--- config.mk ---
export PLATFORM = sky130hd
export DESIGN_NAME = vp_key_event_arb
export DESIGN_NICKNAME = d
export VERILOG_FILES = /design/src/rtl/vp_key_event_arb.sv
export SDC_FILE = /design/constraint.sdc
export NUM_CORES = 1
export LEC_CHECK = 0
export BUFFER_PORTS_ARGS = -buffer_cell sky130_fd_sc_hd__buf_4
export CORE_ASPECT_RATIO = 0.75
export CORE_MARGIN = 2
export CORE_UTILIZATION = 45
export CTS_BUF_LIST = sky130_fd_sc_hd__clkbuf_4
export CTS_CLUSTER_SIZE = 16
export DETAILED_ROUTE_END_ITERATION = 8
export PLACE_DENSITY = 0.69
export REMOVE_ABC_BUFFERS = 1
export SLEW_MARGIN = 30
export SYNTH_ARGS = -nofsm -noshare
export SYNTH_HDL_FRONTEND = slang
export SYNTH_SLANG_ARGS = --single-unit
--- constraint.sdc ---
create_clock -name clk_sys -period 6.3 [get_ports clk_sys]
set_input_delay 0 -clock clk_sys [delete_from_list [all_inputs] [get_ports clk_sys]]
set_output_delay 0 -clock clk_sys [all_outputs]
set_load 0.01 [all_outputs]
--- src/rtl/vp_key_event_arb.sv ---
// vp_key_event_arb
// Merges PS/2 keyboard events and joystick numpad level changes into one
// ordered key-event stream. Events are queued in a small FIFO and handed to
// the keymap one at a time. Each event is held off until the keymap reads it,
// or until a timeout expires.
//
// Ports
//   clk_sys       system clock
//   reset         asynchronous, active-high reset
//   flush         synchronous clear of queued and pending events
//   ps2_stb       one-cycle PS/2 event strobe
//   ps2_ascii     PS/2 event code, valid with ps2_stb
//   ps2_released  PS/2 release flag, valid with ps2_stb
//   joy_numpad    joystick numpad levels: bit0..8 = '1'..'9', bit9 = '0'
//   out_read      keymap consumed the presented event (one-cycle pulse)
//   out_stb       one-cycle pulse: new event on out_ascii/out_released
//   out_ascii     presented event code, held until the next out_stb
//   out_released  presented event release flag, held like out_ascii
//   fifo_level    current FIFO occupancy
//   overflow      sticky: a PS/2 event was dropped; cleared by flush
module vp_key_event_arb #(
    parameter int DEPTH   = 4,
    parameter int TIMEOUT = 4096
) (
    input  logic                     clk_sys,
    input  logic                     reset,
    input  logic                     flush,
    input  logic                     ps2_stb,
    input  logic [7:0]               ps2_ascii,
    input  logic                     ps2_released,
    input  logic [9:0]               joy_numpad,
    input  logic                     out_read,
    output logic                     out_stb,
    output logic [7:0]               out_ascii,
    output logic                     out_released,
    output logic [$clog2(DEPTH):0]   fifo_level,
    output logic                     overflow
);

    localparam int AW = $clog2(DEPTH);
    localparam int LW = AW + 1;
    localparam int TW = $clog2(TIMEOUT);

    typedef enum logic {S_IDLE, S_WAIT} state_t;

    // Numpad bit index to ASCII digit: bit9 is the '0' key.
    function automatic logic [7:0] f_digit(input logic [3:0] idx);
        return (idx == 4'd9) ? 8'h30 : (8'h31 + {4'h0, idx});
    endfunction

    state_t          r_state;
    state_t          w_state_nxt;
    logic [TW-1:0]   r_timer;
    logic [9:0]      r_joy_s;
    logic [9:0]      r_joy_q;
    logic [9:0]      r_rep;
    logic [9:0]      w_pend;
    logic            w_joy_vld;
    logic [3:0]      w_joy_idx;
    logic            r_hold_vld;
    logic [8:0]      r_hold;
    logic            r_last_joy;
    logic [8:0]      r_mem [DEPTH];
    logic [AW-1:0]   r_wr_ptr;
    logic [AW-1:0]   r_rd_ptr;
    logic [LW-1:0]   r_level;
    logic            w_room;
    logic            w_gnt_ps2;
    logic            w_gnt_joy;
    logic            w_push;
    logic [8:0]      w_push_data;
    logic            w_pop;
    logic            r_out_stb;
    logic [8:0]      r_out;
    logic            r_overflow;

    // Pending joystick changes; the lowest index is offered to the arbiter.
    // A press and release both seen before a grant XOR back to zero.
    assign w_pend = r_joy_q ^ r_rep;

    always_comb begin
        w_joy_vld = 1'b0;
        w_joy_idx = 4'd0;
        for (int i = 9; i >= 0; i--) begin
            if (w_pend[i]) begin
                w_joy_vld = 1'b1;
                w_joy_idx = 4'(i);
            end
        end
    end

    // Round-robin between the PS/2 hold and the joystick on a tie.
    assign w_room      = (r_level < LW'(DEPTH));
    assign w_gnt_ps2   = !flush && w_room && r_hold_vld && (!w_joy_vld || r_last_joy);
    assign w_gnt_joy   = !flush && w_room && w_joy_vld && (!r_hold_vld || !r_last_joy);
    assign w_push      = w_gnt_ps2 || w_gnt_joy;
    assign w_push_data = w_gnt_ps2 ? r_hold : {~r_joy_q[w_joy_idx], f_digit(w_joy_idx)};

    // Issue FSM: next state and pop decision.
    always_comb begin
        w_state_nxt = r_state;
        w_pop       = 1'b0;
        case (r_state)
            S_IDLE: begin
                if (r_level != '0) begin
                    w_pop       = 1'b1;
                    w_state_nxt = S_WAIT;
                end
            end
            S_WAIT: begin
                if (out_read || (r_timer == TW'(TIMEOUT - 1))) begin
                    w_state_nxt = S_IDLE;
                end
            end
            default: w_state_nxt = S_IDLE;
        endcase
        if (flush) begin
            w_pop       = 1'b0;
            w_state_nxt = S_IDLE;
        end
    end

    always_ff @(posedge clk_sys or posedge reset) begin
        if (reset) begin
            r_state <= S_IDLE;
        end else begin
            r_state <= w_state_nxt;
        end
    end

    // FIFO storage needs no reset: only entries below the level are ever read.
    always_ff @(posedge clk_sys) begin
        if (w_push) begin
            r_mem[r_wr_ptr] <= w_push_data;
        end
    end

    always_ff @(posedge clk_sys or posedge reset) begin
        if (reset) begin
            r_timer    <= '0;
            r_joy_s    <= '0;
            r_joy_q    <= '0;
            r_rep      <= '0;
            r_hold_vld <= 1'b0;
            r_hold     <= '0;
            r_last_joy <= 1'b1;
            r_wr_ptr   <= '0;
            r_rd_ptr   <= '0;
            r_level    <= '0;
            r_out_stb  <= 1'b0;
            r_out      <= '0;
            r_overflow <= 1'b0;
        end else begin
            // Two-stage capture: joystick levels arrive asynchronously.
            r_joy_s   <= joy_numpad;
            r_joy_q   <= r_joy_s;
            r_out_stb <= w_pop;
            r_timer   <= (r_state == S_IDLE || flush) ? '0 : r_timer + 1'b1;

            if (w_pop) begin
                r_out    <= r_mem[r_rd_ptr];
                r_rd_ptr <= r_rd_ptr + 1'b1;
            end
            if (w_push) begin
                r_wr_ptr   <= r_wr_ptr + 1'b1;
                r_last_joy <= w_gnt_joy;
            end
            case ({w_push, w_pop})
                2'b10:   r_level <= r_level + 1'b1;
                2'b01:   r_level <= r_level - 1'b1;
                default: r_level <= r_level;
            endcase

            // A hold being granted this cycle can take the new event directly.
            if (ps2_stb && (!r_hold_vld || w_gnt_ps2)) begin
                r_hold_vld <= 1'b1;
                r_hold     <= {ps2_released, ps2_ascii};
            end else begin
                if (w_gnt_ps2) begin
                    r_hold_vld <= 1'b0;
                end
                if (ps2_stb) begin
                    r_overflow <= 1'b1;
                end
            end

            if (w_gnt_joy) begin
                r_rep[w_joy_idx] <= r_joy_q[w_joy_idx];
            end

            // Flush overrides everything above; the presented event is kept.
            if (flush) begin
                r_hold_vld <= 1'b0;
                r_rep      <= r_joy_q;
                r_wr_ptr   <= '0;
                r_rd_ptr   <= '0;
                r_level    <= '0;
                r_out_stb  <= 1'b0;
                r_overflow <= 1'b0;
            end
        end
    end

    assign out_stb      = r_out_stb;
    assign out_ascii    = r_out[7:0];
    assign out_released = r_out[8];
    assign fifo_level   = r_level;
    assign overflow     = r_overflow;

endmodule

# Word-level counts from Yosys, hierarchy flattened
# Memories as Yosys holds them, arrays and structs flattened. A register that Yosys moved wholly into a read port is not among the register bits.
# Cells that the tools add are included.
[totals] mem_bits_rw=36 input_bits=24 register_bits=63 n_memories=1 out_inout_bits=14 wordCells=107
[memory_table] memory="r_mem" depth=4 width=9 read_ports=1 rd_clocked_by_memory_dff=1 wr=1 line="63" text="logic [8:0] r_mem [DEPTH];"
[classes] n_reduce_logical=25 addsub=6 bitwise_logic=3 n_mux=51 n_eq_ne=5 order_cmp=3
[op_table] op="$mux W4" n=10
[op_table] op="$mux W1" n=26
[op_table] op="$mux W10" n=2
[op_table] op="$add A12 B1 Y12 const B" n=1
[op_table] op="$eq A12 B12 Y1 const B" n=1
[op_table] op="$mux W12" n=1
[op_table] op="$bwmux W10" n=1
[op_table] op="$xor A10 B10 Y10" n=1
[op_table] op="$mux W9" n=1
[op_table] op="$reduce_bool A3 Y1" n=3
[op_table] op="$mux W2" n=4
[op_table] op="$reduce_bool A2 Y1" n=4
[op_table] op="$add A6 B4 Y7 const A" n=1
[op_table] op="$logic_and A1 B1 Y1" n=7
[op_table] op="$mux W7" n=1
[op_table] op="$logic_or A1 B1 Y1" n=6
[op_table] op="$pmux W3 S2" n=1
[op_table] op="$lt A4 B5 Y1 const B" n=1
[op_table] op="$add A2 B1 Y2 const B" n=2
[op_table] op="$bmux W1 S4" n=1
[op_table] op="$demux W1 S4" n=1
[op_table] op="$eq A4 B4 Y1 const B" n=1
[op_table] op="$ge A4 B1 Y1 const B" n=1
[op_table] op="$logic_not A1 Y1" n=4
[op_table] op="10 further kinds" n=11

# Depth between registers and ports, before layout
# Gate-level depths: netlist (run 1).
[depth] ltp_word=18 ltp_mapped=11

# Worst setup path before layout (run 1)
# Ideal clock, no wire load.
[synth_path] path_type="register to register" from="reg r_level[0], in the netlist fifo_level[0]" to="reg r_level[2], in the netlist fifo_level[2]" setup_time_ns=0.094 period_less_slack_ns=2.440 slack_ns=3.860 path_buffers=1 arrival_ns=2.346 stages_incl_launch_ff=9 path_cell_list="dfrtp_1 -> nor3_1 -> nor3_1 -> clkbuf_1 -> nor2b_1 -> fa_1 -> nor4_4 -> nor3_1 -> a211oi_1"
[synth_between] word_cells_on_any_way=18
[synth_rtl] item="from (decl)" line="66" text="logic [LW-1:0] r_level;"
[synth_rtl] item="from (signal assigned)" line="169" text="2'b10: r_level <= r_level + 1'b1;"
[synth_rtl] item="from (signal assigned)" line="170" text="2'b01: r_level <= r_level - 1'b1;"
[synth_rtl] item="from (signal assigned)" line="171" text="default: r_level <= r_level;"
[synth_rtl] item="$reduce_bool A3 Y1 *" line="105" text="if (r_level != '0) begin"
[synth_rtl] item="$mux W1 *" line="105"
[synth_rtl] item="$mux W1 *" line="103" text="case (r_state)"
[synth_rtl] item="$mux W1 *" line="117" text="if (flush) begin"
[synth_rtl] item="via w_pop" line="72" text="logic w_pop;"
[synth_rtl] item="$eq A2 B1 Y1 / $eq A2 B2 Y1 (equally long branches)" line="168" text="case ({w_push, w_pop})"
[synth_rtl] item="$pmux W3 S2" line="168"
[synth_rtl] item="$mux W3" line="192" text="if (flush) begin"
# Mark *: on every way through the listed nets, which the timed path passes. The rest lies on a longest branch.
# A chain may end at the register's enable or synchronous reset.

# Final worst setup path (run 1)
[layout_path] from="reg r_joy_q[0]" to="reg r_level[2], in the netlist fifo_level[2]"
[layout_between] elab_chain_cells=9 word_cells_on_any_way=13
[layout_lines] item="from (decl)" line="55" text="logic [9:0] r_joy_q;"
[layout_lines] item="from (signal assigned)" line="156" text="r_joy_q <= r_joy_s;"
[layout_lines] item="$xor A10 B10 Y10 *" line="79" text="assign w_pend = r_joy_q ^ r_rep;"
[layout_lines] item="$mux W1 *" line="85" text="if (w_pend[i]) begin"
[layout_lines] item="$logic_not A1 Y1" line="94" text="assign w_gnt_ps2 = !flush && w_room && r_hold_vld && (!w_joy_vld || r_last_joy);"
[layout_lines] item="$logic_or A1 B1 Y1" line="94"
[layout_lines] item="$logic_and A1 B1 Y1" line="94"
[layout_lines] item="$logic_or A1 B1 Y1 *" line="96" text="assign w_push = w_gnt_ps2 || w_gnt_joy;"
[layout_lines] item="$eq A2 B1 Y1 / $eq A2 B2 Y1 (equally long branches)" line="168"
[layout_lines] item="$pmux W3 S2" line="168"
[layout_lines] item="$mux W3" line="192"
# Mark *: on every way between the ends. The rest lies on a longest branch, timed or not.

==> impl_metrics.py, run 1 <==
metrics = {
    "status": {
        "status": "completed",
    },
    "clock_tree": {
        "cts_max_level": 3,
        "postCtsSetupBuffers": 0,
        "cts.sinks": 108,
        "clock_latency_ps": 460,
        "clockBufferDepth": 2,
        "cts_tree": "yes",
        "clk_pin_slew_worst_paths_ps": 160,
        "cts_made_buffers": 9,
        "cts_root_buf": "clkbuf_4",
    },
    "cells_and_area": {
        "layout-drive-gt1-share": 0.2580,
        "diodes": 0,
        "syn_to_final_growth_pct": 15.84,
        "layout.cells.non_filler": 574,
        "num-fill-cells": 877,
        "nets": 463,
    },
    "synthesis": {
        "synth_top_family_by_area": "simple AND/OR/NAND/NOR gates",
        "synthTopCellsByCount": "71 x dfrtp_1, 36 x edfxtp_1, 29 x nand2_1, 23 x mux2_2, 19 x nor2_1",
        "synthArstFlopShare": 0.6667,
        "synthAdderAreaFrac": 0.01689,
        "ys_seq_area_frac": 0.5900,
        "synth-edff-count": 36,
        "yosysMostFrequentCell": "dfrtp_1",
        "synth-compound-area-share": 0.08805,
        "synth_area_um2": 4888,
        "synth_ff_type": "dfrtp_1",
        "synth_top_area_cell": "dfrtp_1",
        "synth_mux_area_frac": 0.1006,
        "synthesis.instances": 370,
        "syn_avg_cell_area_um2": 13.21,
        "synth_xor_area_frac": 0.05912,
        "yosys-top-cells-area": "dfrtp_1 36%, edfxtp_1 22%, mux2_2 5.3%",
        "ys_ff_latch": 108,
        "yosys_warnings": 0,
        "synth_top_area_frac": 0.3635,
        "synthDistinctLibCells": 58,
        "synthSimpleGateAreaFrac": 0.1285,
    },
    "route": {
        "drt_iter0_markers": 176,
        "vias_per_cell": 5.286,
        "dr_total_vias": 3034,
        "dr.pass1.iters": 4,
        "drc": 0,
        "ant_nets": 0,
        "drt-wirelength-per-cell_um": 16.43,
        "drt_wl_total_um": 9431,
    },
    "sta": {
        "setup_slack_ps": 3641,
        "tns_ps": 0,
        "maxSlewViolCount": 0,
        "whs_ps": 180.1,
        "finalHoldViolations": 0,
        "clock_skew_ps": 18.00,
        "rsz0062_at_grt": "false",
        "slew_headroom": 0.5554,
        "worstMarginPinSlew_ps": 666.9,
        "finalSetupViolations": 0,
        "min_period_over_period": 0.4220,
        "min_period_ps": 2659,
        "fmax_mhz": 376.1,
    },
    "setup_path": {
        "worstPathArrival_ps": 3050,
        "path_max_fanout": 12,
        "cp-start-kind": "flip-flop",
        "cpLargestDelayFamily": "simple AND/OR/NAND/NOR gates",
        "cpPeakStageDelay_ps": 530,
        "critPathRequiredTime_ps": 6690,
        "cp_slowest_cell": "dfrtp_1",
        "critPathBufInv": 0,
        "crit_chain": "xnor2_4, nand4_4, nor3_4, a21oi_2, nor2b_1, fa_1, nor4_4, nor3_1, a211oi_1",
        "critPathKind": "flip-flop to flip-flop",
        "worstSetupEndpointType": "flip-flop",
    },
    "worst_hold_path": {
        "hold_class": "primary input to flip-flop",
    },
    "power_and_ir_drop": {
        "peakVddDrop_uv": 190.8,
        "power_density_nw_per_um2": 354.1,
        "p_leak_nw": 2.228,
        "p_total_w": 0.002005,
    },
    "global_route": {
        "overflow": 0,
        "grt_start_max_net_pins": 73,
        "grt_usage": 0.1755,
        "grt_pass1_vias": 3098,
        "antenna_found_initial": 0,
        "grt_pass1_wl_um": 15790,
    },
    "placement": {
        "dp_cells": 534,
        "pre_cts_slack_ps": 3675,
        "io_buffer_count": 37,
        "dpl.hpwl_um": 6490,
        "gp_congestion": 0.8818,
    },
    "job": {
        "maxCapViolations": 0,
    },
    "floorplanning": {
        "coreArea_um2": 10410,
        "num_rows": 32,
        "die_y_um": 94.27,
        "die_w_um": 124.4,
        "die_area_um2": 11720,
        "ioPinCount": 38,
        "start_util": 0.4696,
    },
}
## stage by stage
step / area (µm²) / util
after CTS: 5659 / 0.5436
after global routing: 5663 / 0.5440
after global placement: 5303 / 0.5094
final: 5663 / 0.5440
after detailed placement: 5303 / 0.5094
after floorplan: 4840 / -
## routing by layer
metal	up-vias	routed length [µm]	track usage
met1	1498	4588	0.2421
met2	63	4382	0.2737
met5	-	0	0
met4	0	51	0.03371
met3	4	408	0.05979
li1	1469	-	-
## final timing paths
path | start | end | slack (ps) | cells after the start
min in group asynchronous | reset | r_timer[11]$_DFF_PP0_ | 260 | 4
max in group asynchronous | reset | r_hold[8]$_DFFE_PP0P_ | 5570 | 4
worst max-delay path | r_joy_q[0]$_DFF_PP0_ | fifo_level[2]$_DFFE_PP0P_ | 3640 | 9
worst max register to register | r_joy_q[0]$_DFF_PP0_ | fifo_level[2]$_DFFE_PP0P_ | 3640 | 9
worst min register to register | r_joy_s[7]$_DFF_PP0_ | r_joy_q[7]$_DFF_PP0_ | 360 | 0
worst min-delay path | joy_numpad[3] | r_joy_s[3]$_DFF_PP0_ | 180 | 2
## area by class of cell
cell class	count	area, µm²	area share
Tap cell	136	170.2	0.03005
Inverter	9	33.78	0.005966
Multi-Input combinational cell	242	1922	0.3394
Sequential cell	108	2884	0.5093
Timing Repair Buffer	63	536.8	0.09479
Clock buffer	10	75.07	0.01326
Clock inverter	6	41.29	0.007291
## cells in the final DEF (no fill, tap or decap), types with 2 or more instances in the layout
master	instances
o21ai_1	4
a311oi_1	2
nand2b_1	3
clkinvlp_4	2
and3_1	5
a21oi_1	11
nor2b_1	7
o21ai_0	16
mux2i_1	3
o211ai_1	6
dlygate4sd3_1	24
nor2_2	2
mux2_2	23
nand2_2	2
xnor2_1	10
nor2_1	19
a211oi_1	2
dfrtp_1	71
clkbuf_4	10
a22oi_1	2
nand2_1	29
xnor2_4	2
buf_4	38
mux4_2	9
edfxtp_1	36
or3_1	5
o311ai_1	4
nand3_1	7
a21oi_2	3
or2_2	4
o31ai_1	2
ha_1	5
nor3_1	7
and2_1	11
xor2_1	13
inv_1	8
nand4_1	4
## repair_timing
| action | CTS | global route |
|---|---|---|
| hold buffers | 24 | 0 |
| gates resized for setup | 0 | 0 |
| endpoints found under the hold margin | 107 | 0 |
| setup endpoints to repair | 0 | 0 |
## flip-flops by register name, indices dropped and copies added (netlist names), 2 cells and up
name / cells
r_mem: 36
r_timer: 12
r_joy_q: 10
r_joy_s: 10
r_rep: 10
r_hold: 9
r_out: 9
fifo_level: 3
r_rd_ptr: 2
r_wr_ptr: 2
## worst reg2reg max path: stages (launching register included)
cell and delay, ps:
dfrtp_1 530, xnor2_4 220, nand4_4 170, nor3_4 70, a21oi_2 450, nor2b_1 120, fa_1 440, nor4_4 310
nor3_1 70, a211oi_1 200
## where the power goes
part           total, W  switching, W  internal (W)
Clock          0.000307      0.000221     0.0000859
Combinational  0.000703      0.000370      0.000334
Sequential     0.000995      0.000112      0.000883
Total           0.00201      0.000703       0.00130
## cell families (layout without fill, tap and decap cells)
kind of cell,after synthesis,in the layout
simple gates,114,114
xor+xnor,27,27
compound gates,60,60
mux,35,35
fa+ha+maj,6,6
buf+inv,20,88
flops,108,108
(Power assumes the default switching activity.)
==> inputs of run 2 (changes only) <==
--- a/config.mk
+++ b/config.mk
@@ -12,7 +12,7 @@
 export CTS_BUF_LIST = sky130_fd_sc_hd__clkbuf_4
 export CTS_CLUSTER_SIZE = 16
 export DETAILED_ROUTE_END_ITERATION = 8
-export PLACE_DENSITY = 0.69
+export PLACE_DENSITY = 0.71
 export REMOVE_ABC_BUFFERS = 1
 export SLEW_MARGIN = 30
 export SYNTH_ARGS = -nofsm -noshare
==> constraint.sdc (replaced) <==
create_clock -name clk_sys -period 2.3 [get_ports clk_sys]
set_input_delay 0 -clock clk_sys [delete_from_list [all_inputs] [get_ports clk_sys]]
set_output_delay 0 -clock clk_sys [all_outputs]
set_load 0.01 [all_outputs]
==> impl_metrics.py, run 2 (synthesis gave the netlist of run 1 again) <==
metrics = {
    "status": {
        "status": "completed",
    },
    "sta": {
        "setup_slack_ps": 10.07,
        "fmax_mhz": 436.7,
        "min_period_ps": 2290,
        "worstMarginPinSlew_ps": 567.1,
        "slew_headroom": 0.6219,
        "min_period_over_period": 0.9956,
        "maxSlewViolCount": 0,
        "finalSetupViolations": 0,
        "rsz0062_at_grt": "true",
        "whs_ps": 139.4,
        "clock_skew_ps": 16.48,
        "finalHoldViolations": 0,
    },
    "route": {
        "drt-wirelength-per-cell_um": 17.44,
        "dr_total_vias": 3296,
        "dr.pass1.iters": 7,
        "drc": 0,
        "ant_nets": 0,
        "drt_wl_total_um": 10640,
        "drt_iter0_markers": 216,
        "vias_per_cell": 5.403,
    },
    "clock_tree": {
        "clock_latency_ps": 480,
        "cts.sinks": 108,
        "cts_tree": "yes",
        "cts_root_buf": "clkbuf_4",
        "cts_max_level": 3,
        "clockBufferDepth": 2,
        "cts_made_buffers": 9,
        "clk_pin_slew_worst_paths_ps": 160,
    },
    "cells_and_area": {
        "nets": 499,
        "layout.cells.non_filler": 610,
        "layout_common_cells": "72 x buf_4, 69 x dfrtp_1, 36 x edfxtp_1",
        "syn_to_final_growth_pct": 24.70,
        "num-fill-cells": 850,
        "top_register": "r_mem",
        "layout_commonest_cell": "buf_4",
        "final_area_um2": 6096,
        "diodes": 0,
        "multi_input_area_um2": 2073,
        "layout-drive-gt1-share": 0.3565,
        "regArea_um2": 2887,
        "largest_register_ffs": 36,
        "top_regs": "r_mem: 36 flops, r_timer: 12 flops",
    },
    "placement": {
        "pre_cts_slack_ps": -47.67,
        "gp_congestion": 0.8707,
        "dp_cells": 563,
        "io_buffer_count": 37,
        "dpl.hpwl_um": 7023,
        "postPlaceCellArea_um2": 5545,
    },
    "floorplanning": {
        "die_area_um2": 11720,
        "ioPinCount": 38,
        "num_rows": 32,
        "coreArea_um2": 10410,
        "start_util": 0.4696,
        "die_y_um": 94.27,
        "die_w_um": 124.4,
    },
    "setup_path": {
        "cp-start-kind": "flip-flop",
        "crit_end": "r_mem[3][8]$_DFFE_PP_",
        "critPathKind": "flip-flop to flip-flop",
        "critPathRequiredTime_ps": 2550,
        "critPathBufInv": 2,
        "critPathLaunch": "r_rep[5]$_DFFE_PP0P_",
        "reg2reg_depth": 9,
        "cp.depth": 9,
        "crit_chain": "buf_6, xnor2_2, o211a_2, or2_4, buf_4, mux2i_1, o32a_2, a21oi_4, a22o_1",
        "cpLargestDelayFamily": "compound AO/OA/AOI/OAI gates",
        "cpPeakStageDelay_ps": 470,
        "cp_slowest_cell": "dfrtp_1",
        "worstPathArrival_ps": 2540,
        "path_max_fanout": 4,
        "r2r_end": "r_mem[3][8]$_DFFE_PP_",
        "r2r-start": "r_rep[5]$_DFFE_PP0P_",
        "worstSetupEndpointType": "flip-flop",
        "rrSetupSlack_ps": 10,
    },
    "power_and_ir_drop": {
        "p_leak_nw": 2.461,
        "peakVddDrop_uv": 707.2,
        "p_total_w": 0.005923,
        "power_density_nw_per_um2": 971.6,
    },
    "job": {
        "maxCapViolations": 0,
    },
    "global_route": {
        "grt_pass1_wl_um": 16750,
        "grt_usage": 0.1862,
        "grt_start_max_net_pins": 73,
        "overflow": 0,
        "antenna_found_initial": 0,
        "grt_pass1_vias": 3202,
    },
    "worst_hold_path": {
        "hold_class": "primary input to async pin",
    },
}
-- run 2: changes by cell type in the layout (fill, tap and decap cells not counted), moves of 3 or more --
cell	delta
buf_4	+34
xnor2_1	-5
xnor2_2	+5
nor3_1	-3
-- run 2: worst min path at each step --
stage                  start                   end  slack [ps]  cells after the start
2_1_floorplan  joy_numpad[0]  r_joy_s[0]$_DFF_PP0_          30                      0
3_3_place_gp   joy_numpad[3]  r_joy_s[3]$_DFF_PP0_         110                      1
3_5_place_dp   joy_numpad[6]  r_joy_s[6]$_DFF_PP0_         110                      1
4_1_cts        joy_numpad[3]  r_joy_s[3]$_DFF_PP0_         130                      2
5_1_grt        joy_numpad[7]  r_joy_s[7]$_DFF_PP0_         130                      2
6_report               reset  r_joy_q[1]$_DFF_PP0_         140                      4
-- run 2: what timing repair did --
item / in CTS / in global routing
endpoints found under the hold margin: 96 / 0
setup endpoints to repair: 5 / 38
hold buffers: 23 / 0
pin swaps: 1 / 13
cloned: 0 / 1
resized for setup: 4 / 25
setup buffers: 2 / 5
-- run 2: where the power goes --
part	internal (W)	total (W)	switching (W)
Sequential	0.00242	0.00271	0.000290
Clock	0.000220	0.000848	0.000628
Combinational	0.00119	0.00236	0.00118
-- run 2: final cells by class --
class | instances | share of cell area
flip-flops and latches | 108 | 0.4735
multi-input cells | 243 | 0.3401
repair buffers | 98 | 0.1349
well taps | 136 | 0.02791
clock buffers | 9 | 0.01108
clock inverters | 7 | 0.006979
inverters | 9 | 0.005542
-- run 2: through the flow --
stage,setup TNS [ps],util
final,0,0.5856
after global routing,-199.9,0.5856
after CTS,0,0.5685
after detailed placement,-200.4,0.5327
after global placement,0,0.5327
after floorplan,-95.22,-
-- run 2: layer usage --
| metal | track usage | vias up | wire (µm) |
|---|---|---|---|
| li1 | - | 1533 | - |
| met1 | 0.2577 | 1661 | 4818 |
| met2 | 0.2910 | 91 | 5047 |
| met3 | 0.05353 | 11 | 666 |
| met4 | 0.04963 | 0 | 106 |
| met5 | 0 | - | 0 |
-- run 2: worst min-delay path: stages --
cell and delay (ps):
dlygate4sd3_1 540, buf_4 130, inv_2 60, buf_12 330
